$ cat config.mk
export PLATFORM = sky130hd
export DESIGN_NAME = cache_mem_arbiter
export DESIGN_NICKNAME = d
export VERILOG_FILES = /design/src/rtl/cache_mem_arbiter.sv
export SDC_FILE = /design/constraint.sdc
export NUM_CORES = 1
export LEC_CHECK = 0
export CAP_MARGIN = 20
export CORE_UTILIZATION = 35
export CTS_BUF_LIST = sky130_fd_sc_hd__clkbuf_8
export DETAILED_ROUTE_END_ITERATION = 6
export GPL_TIMING_DRIVEN = 0
export PLACE_DENSITY = 0.87
export SKIP_CTS_REPAIR_TIMING = 1
export SKIP_LAST_GASP = 1
export SLEW_MARGIN = 20
export SYNTH_ARGS = -nofsm -noshare
export SYNTH_HDL_FRONTEND = slang
export SYNTH_SLANG_ARGS = --single-unit
$ cat constraint.sdc
create_clock -name clk -period 1.6 [get_ports clk]
set_input_delay 0.48 -clock clk [delete_from_list [all_inputs] [get_ports clk]]
set_output_delay 0.48 -clock clk [all_outputs]
set_load 0.02 [all_outputs]
$ cat src/rtl/cache_mem_arbiter.sv
// cache_mem_arbiter: shares one pipelined main-memory port between I-fill, D-fill and D write-through.
// Ports: clk/rst; i_req/i_addr -> i_grant/i_data/i_data_valid; d_req/d_addr -> d_grant/d_data/d_data_valid;
// d_wr_req/d_wr_addr/d_wr_data -> d_wr_ack; mem_en/mem_wr/mem_addr/mem_wdata -> mem_rdata/mem_rvalid.
// Optional macro ARB_RR_EN: alternate D/I on fill ties instead of fixed D-over-I priority.
module cache_mem_arbiter #(
  parameter int unsigned ADDR_W          = 16,
  parameter int unsigned DATA_W          = 16,
  parameter int unsigned WORDS_PER_BLOCK = 8,
  parameter int unsigned MEM_LATENCY     = 4
) (
  input  logic              clk,
  input  logic              rst,
  input  logic              i_req,
  input  logic [ADDR_W-1:0] i_addr,
  output logic              i_grant,
  output logic [DATA_W-1:0] i_data,
  output logic              i_data_valid,
  input  logic              d_req,
  input  logic [ADDR_W-1:0] d_addr,
  output logic              d_grant,
  output logic [DATA_W-1:0] d_data,
  output logic              d_data_valid,
  input  logic              d_wr_req,
  input  logic [ADDR_W-1:0] d_wr_addr,
  input  logic [DATA_W-1:0] d_wr_data,
  output logic              d_wr_ack,
  output logic              mem_en,
  output logic              mem_wr,
  output logic [ADDR_W-1:0] mem_addr,
  output logic [DATA_W-1:0] mem_wdata,
  input  logic [DATA_W-1:0] mem_rdata,
  input  logic              mem_rvalid
);

  localparam int unsigned CW = $clog2(WORDS_PER_BLOCK) + 1;
  localparam logic [ADDR_W-1:0] OFF_MASK = ADDR_W'(2 * WORDS_PER_BLOCK - 1);
  localparam logic [CW-1:0] N_CNT    = CW'(WORDS_PER_BLOCK);
  localparam logic [CW-1:0] LAST_CNT = CW'(WORDS_PER_BLOCK - 1);

  if (MEM_LATENCY < 1 || WORDS_PER_BLOCK < 2 ||
      (WORDS_PER_BLOCK & (WORDS_PER_BLOCK - 1)) != 0) begin : g_bad_cfg
    $error("cache_mem_arbiter: bad WORDS_PER_BLOCK/MEM_LATENCY");
  end

  typedef enum logic [1:0] {
    IDLE,
    WRITE,
    I_FILL,
    D_FILL
  } state_e;

  state_e            state_q;
  logic [ADDR_W-1:0] base_q;
  logic [CW-1:0]     iss_q;
  logic [CW-1:0]     ret_q;
  logic              mem_en_q;
  logic              mem_wr_q;
  logic [ADDR_W-1:0] mem_addr_q;
  logic [DATA_W-1:0] mem_wdata_q;
  logic              ack_q;

  logic              take_d;
  logic [ADDR_W-1:0] base_d;
  logic [ADDR_W-1:0] issue_addr_d;

`ifdef ARB_RR_EN
  logic last_d_q;
`endif

  // Fill arbitration; d_wr_req is handled ahead of this in IDLE.
  always_comb begin
    take_d = d_req;
`ifdef ARB_RR_EN
    if (d_req && i_req) take_d = ~last_d_q;
`endif
  end

  assign base_d       = (take_d ? d_addr : i_addr) & ~OFF_MASK;
  assign issue_addr_d = base_q + (ADDR_W'(iss_q) << 1);

  always_ff @(posedge clk) begin
    if (rst) begin
      state_q     <= IDLE;
      base_q      <= '0;
      iss_q       <= '0;
      ret_q       <= '0;
      mem_en_q    <= 1'b0;
      mem_wr_q    <= 1'b0;
      mem_addr_q  <= '0;
      mem_wdata_q <= '0;
      ack_q       <= 1'b0;
`ifdef ARB_RR_EN
      last_d_q    <= 1'b0;
`endif
    end else begin
      mem_en_q    <= 1'b0;
      mem_wr_q    <= 1'b0;
      mem_addr_q  <= '0;
      mem_wdata_q <= '0;
      ack_q       <= 1'b0;
      unique case (state_q)
        IDLE: begin
          iss_q <= '0;
          ret_q <= '0;
          if (d_wr_req) begin
            state_q     <= WRITE;
            mem_en_q    <= 1'b1;
            mem_wr_q    <= 1'b1;
            mem_addr_q  <= d_wr_addr;
            mem_wdata_q <= d_wr_data;
            ack_q       <= 1'b1;
          end else if (d_req || i_req) begin
            // Word 0 is issued on the first fill cycle.
            state_q    <= take_d ? D_FILL : I_FILL;
            base_q     <= base_d;
            mem_en_q   <= 1'b1;
            mem_addr_q <= base_d;
            iss_q      <= CW'(1);
          end
        end
        WRITE: state_q <= IDLE;
        I_FILL, D_FILL: begin
          if (iss_q != N_CNT) begin
            mem_en_q   <= 1'b1;
            mem_addr_q <= issue_addr_d;
            iss_q      <= iss_q + CW'(1);
          end
          if (mem_rvalid) begin
            ret_q <= ret_q + CW'(1);
            if (ret_q == LAST_CNT) begin
              state_q <= IDLE;
`ifdef ARB_RR_EN
              last_d_q <= (state_q == D_FILL);
`endif
            end
          end
        end
      endcase
    end
  end

  assign i_grant      = (state_q == I_FILL);
  assign d_grant      = (state_q == D_FILL);
  assign i_data_valid = i_grant & mem_rvalid;
  assign d_data_valid = d_grant & mem_rvalid;
  assign i_data       = i_data_valid ? mem_rdata : '0;
  assign d_data       = d_data_valid ? mem_rdata : '0;
  assign d_wr_ack     = ack_q;
  assign mem_en       = mem_en_q;
  assign mem_wr       = mem_wr_q;
  assign mem_addr     = mem_addr_q;
  assign mem_wdata    = mem_wdata_q;

endmodule

==> qor.yml, run 1 <==
max_freq_mhz: 519
htree_levels: 2
yosys_warnings: 0
nets: 567
antenna_found_initial: 0
violations: "setup timing"
layout_setup_ws_ps: -326
relSlewSlack_pct: 58.0
ys_seq_area_share_pct: 42.5
yosys.area.top_type: "dfxtp_1"
ys.flop_type: "dfxtp_1"
nFillCells: 509
track_usage_pct: 20.1
powerDensity_nw_per_um2: 707
cp_max_fo: 7
dpl_worst_slack_ps: -1330
gp_congestion: 0.855
crit_type: "register to output pin"
numCtsBuffers: 5
outcome: "finished, violations left"
die_width_um: 88.8
routed_wl_mm: 9.41
synth-async-reset-ratio_pct: 0
drt-initial-drc-count: 151
worstHoldPathType: "primary input to register"
synth_cell_types: 42
synth_area_leaders: "dfxtp_1, and2_1, nand2_1, mux2_2, a21oi_1"
insertion_delay_ps: 320
fp-row-count: 31
viasPerCell: 5.05
vias: 2906
drv_cap: 0
port_buffers: 146
firstDrtPassIters: 4
io_pins: 157
synth_cells: 303
power.leakage_nw: 2.57
synth_top_area_share_pct: 42.5
arrival_ps: 1450
cts.sinks: 56
start_kind: "register"
place_hpwl_mm: 6.16
min_period_over_period_pct: 120
n_antenna_cell: 0
p_total_mw: 3.55
ir_drop_v: 0.000523
fin_crit_ps: 1930
endpoint_kind: "output pin"
core_um2: 7250
path_clk_slew_ps: 100
syn_area_um2: 2640
ys_seq_elements: 56
netlist_top_cells_count: "dfxtp_1, and2_1, nand2_1"
cts_max_path_buffers: 2
start_util_pct: 36.3
setup_violations: 64
dieHeight_um: 88.8
first_global_vias: 2661
grt-ovfl-total: 0
antenna_left: 0
worst_pin_slew_ps: 630
wire_per_inst_um: 16.4
synth_area_per_cell_um2: 8.70
synth_most_common_cell: "dfxtp_1"
cts_tree: "done"
die_area_um2: 7880
drc: 0
grt_max_degree: 18
cts-root-buf: "clkbuf_8"
worst_hold_slack_ps: 412
layout-drive-gt1-share_pct: 33.6
required_ps: 1120
syn_nets: 395
grt_pass1_wl_mm: 12.3
cpMaxStageDelayCell: "dfxtp_2"
rsz0062_at_grt: "yes"
synth_edf_count: 0
cp_slowest_stage_delay_ps: 330
finClkSkew_ps: 12.3
slew_violations: 0
crit_chain: "buf_6, buf_4, buf_4, buf_8, and2_4, buf_6"
tns_ps: -13050
synthToLayoutAreaGrowth_pct: 90.6
hold_viol: 0
report_power, final:
group	internal (mW)	switching, mW
combinational	0.575	0.477
clock	0.467	0.482
sequential	1.48	0.0683
total	2.52	1.03
logic make-up after synthesis:
logic type,Yosys count,synth area share [%]
AO/OA/AOI/OAI,63,15.2
XOR/XNOR,3,0.997
adder cells (fa/ha/maj),6,2.85
buffers and inverters,26,4.89
flip-flops,56,42.5
multiplexers,13,5.46
AND/OR/NAND/NOR,136,28.0
path summary, 6_finish.rpt:
| kind | depth (start not counted) | slack [ps] | from | to |
|---|---|---|---|---|
| min reg2reg | 2 | 510 | base_q[15] | base_q[15] |
| max | 6 | -330 | state_q[1] | d_grant |
| min | 2 | 410 | rst | iss_q[3] |
| max reg2reg | 8 | -240 | state_q[1] | base_q[7] |
worst max-delay path: cells and delay by family, from the launching register on:
family                 cells  cell delay, ps
and+or+nand+nor            1             150
DFF                        1             330
buffers and inverters      5             640
through the flow:
stage	cell area, µm²	cells	utilization [%]
final	5020	575	69.2
after global routing	5020	575	69.2
after CTS	4380	556	60.4
after detailed placement	4270	548	58.8
after global placement	4270	548	58.8
after floorplan	2680	303	-
metal layers:
metal  global-route usage (%)  vias up  wire, µm
met1                     23.2     1362      3440
met2                     36.6      137      5020
met5                        0        -         0
li1                         -     1386         -
met3                     4.85       21       748
met4                     5.87        0       201
registers in the layout, summed over array words and instances, names as in the netlist:
| name | flops |
|---|---|
| mem_addr | 16 |
| ret_q | 4 |
| mem_en | 1 |
| d_wr_ack | 1 |
| state_q | 2 |
| base_q | 12 |
| iss_q | 4 |
| mem_wdata | 16 |
cell type report:
type                    count  area [µm²]  share of cell area, %
repair buffers            167        1800                   35.8
multi-input cells         221        1650                   32.9
well taps                  99         124                   2.47
plain buffers              18         178                   3.54
clock buffers               5        68.8                   1.37
flip-flops and latches     56        1130                   22.6
inverters                   6        22.5                  0.449
clock inverters             3        42.5                  0.847
cell usage in the layout, fill, tap and decap left out, types with 8 or more instances in the layout:
cell	count
nor2_1	9
a21oi_2	8
a21oi_1	13
dfxtp_1	51
nand3_1	8
nand2_4	13
dlymetal6s2s_1	37
mux2_2	11
clkdlybuf4s50_1	73
nand2_1	25
buf_4	22
and2_1	24
buf_6	37
and2_4	27
No activity file was read; power rests on OpenSTA's default activity.
==> run 2: changes to the inputs <==
--- a/config.mk
+++ b/config.mk
@@ -6,11 +6,14 @@
 export NUM_CORES = 1
 export LEC_CHECK = 0
 export CAP_MARGIN = 20
-export CORE_UTILIZATION = 35
+export CELL_PAD_IN_SITES_DETAIL_PLACEMENT = 1
+export CELL_PAD_IN_SITES_GLOBAL_PLACEMENT = 1
+export CORE_MARGIN = 5
+export CORE_UTILIZATION = 24
 export CTS_BUF_LIST = sky130_fd_sc_hd__clkbuf_8
 export DETAILED_ROUTE_END_ITERATION = 6
 export GPL_TIMING_DRIVEN = 0
-export PLACE_DENSITY = 0.87
+export PLACE_DENSITY = 0.86
 export SKIP_CTS_REPAIR_TIMING = 1
 export SKIP_LAST_GASP = 1
 export SLEW_MARGIN = 20
==> qor.yml, run 2 (synthesis gave the netlist of run 1 again) <==
worst_hold_slack_ps: 431
cp_num_buf_inv: 3
grt_max_degree: 18
power.leakage_nw: 2.39
cts_tree: "done"
vias: 2798
rsz0062_at_grt: "yes"
htree_levels: 2
drv_cap: 0
cts-root-buf: "clkbuf_8"
p_clk_share_pct: 25.3
layout_setup_ws_ps: -314
grt_pass1_wl_mm: 15.3
synthToLayoutAreaGrowth_pct: 78.5
ir_drop_v: 0.000321
mostFrequentLayoutCells: "clkdlybuf4s50_1, dfxtp_1, nand2_1, dlymetal6s2s_1, and2_1"
firstDrtPassIters: 4
cp_max_fo: 10
antenna_found_initial: 1
violations: "setup timing"
fin_cells: 610
hold_viol: 0
tns_ps: -13300
numCtsBuffers: 5
drt-initial-drc-count: 85
fp-row-count: 38
routed_wl_mm: 10.3
io_pins: 157
arrival_ps: 1430
core_um2: 10800
wire_per_inst_um: 16.9
cts_max_path_buffers: 2
crit_family: "flip-flops"
power.switching_mw: 0.966
crit_chain: "and3_4, buf_6, buf_8, and2_2, buf_6"
relSlewSlack_pct: 63.7
seqPwrFrac_pct: 46.7
antenna_left: 0
p_total_mw: 3.30
track_usage_pct: 14.6
gp_congestion: 0.761
cp_slowest_stage_delay_ps: 390
insertion_delay_ps: 320
required_ps: 1120
layout-drive-gt1-share_pct: 26.7
nets: 560
final_util_pct: 43.6
fin_crit_ps: 1910
start_kind: "register"
worstHoldPathType: "primary input to register"
cts.sinks: 56
start_util_pct: 24.4
worst_pin_slew_ps: 545
grt-ovfl-total: 0
first_global_vias: 2985
port_buffers: 146
fin_area_um2: 4700
dieHeight_um: 115
dpl_worst_slack_ps: -1340
dp_cells: 589
slew_violations: 0
p_int_mw: 2.33
endpoint_kind: "output pin"
place_area_um2: 4320
path_clk_slew_ps: 110
min_period_over_period_pct: 120
crit_top_cell: "buf_6"
die_area_um2: 13200
max_freq_mhz: 522
die_width_um: 115
setup_violations: 68
power_frac_comb_pct: 27.9
final_common_cell: "clkdlybuf4s50_1"
drc: 0
place_hpwl_mm: 8.00
finClkSkew_ps: 14.6
cpMaxStageDelayCell: "dfxtp_4"
crit_type: "register to output pin"
viasPerCell: 4.59
outcome: "finished, violations left"
p_sw_share_pct: 29.3
powerDensity_nw_per_um2: 702
run 2: cell count changes in the layout (fill, tap and decap cells not counted), moves of 6 or more:
cell / change
a21oi_1: +6
a21oi_2: -6
and2_1: +6
and2_2: +15
and2_4: -21
buf_6: -10
nand2_1: +13
nand2_4: -13
run 2: path summary, 6_finish.rpt:
kind | from | to | slack (ps) | cells past startpoint
max | state_q[0] | d_data[13] | -310 | 5
min | rst | base_q[13] | 430 | 2
max reg2reg | state_q[1] | mem_addr[4] | -220 | 6
min reg2reg | base_q[10] | base_q[10] | 500 | 2
run 2: power by group through the flow:
stage	Combinational, mW	Sequential, mW	Clock [mW]
after floorplan	0.345	1.63	0
after global placement	0.835	1.57	0
after detailed placement	0.860	1.57	0
after CTS	0.864	1.54	0.869
after global routing	0.990	1.56	0.941
final	0.922	1.54	0.836
run 2: per-layer routing:
metal	vias to the layer above	share of wire [%]	track usage (%)
li1	1375	-	-
met4	0	0.82	3.83
met2	81	54	26.5
met1	1335	39	16.9
met5	-	0	0
met3	7	7.0	3.95
run 2: final cells by class:
cell class                      count  area [µm²]
Fill cell                        1251        6090
Antenna cell                        1        2.50
Clock buffer                        6        82.6
Multi-Input combinational cell    221        1470
Clock inverter                      2        13.8
Buffer                             19         159
Inverter                            6        22.5
Timing Repair Buffer              159        1650
Tap cell                          140         175
Sequential cell                    56        1140
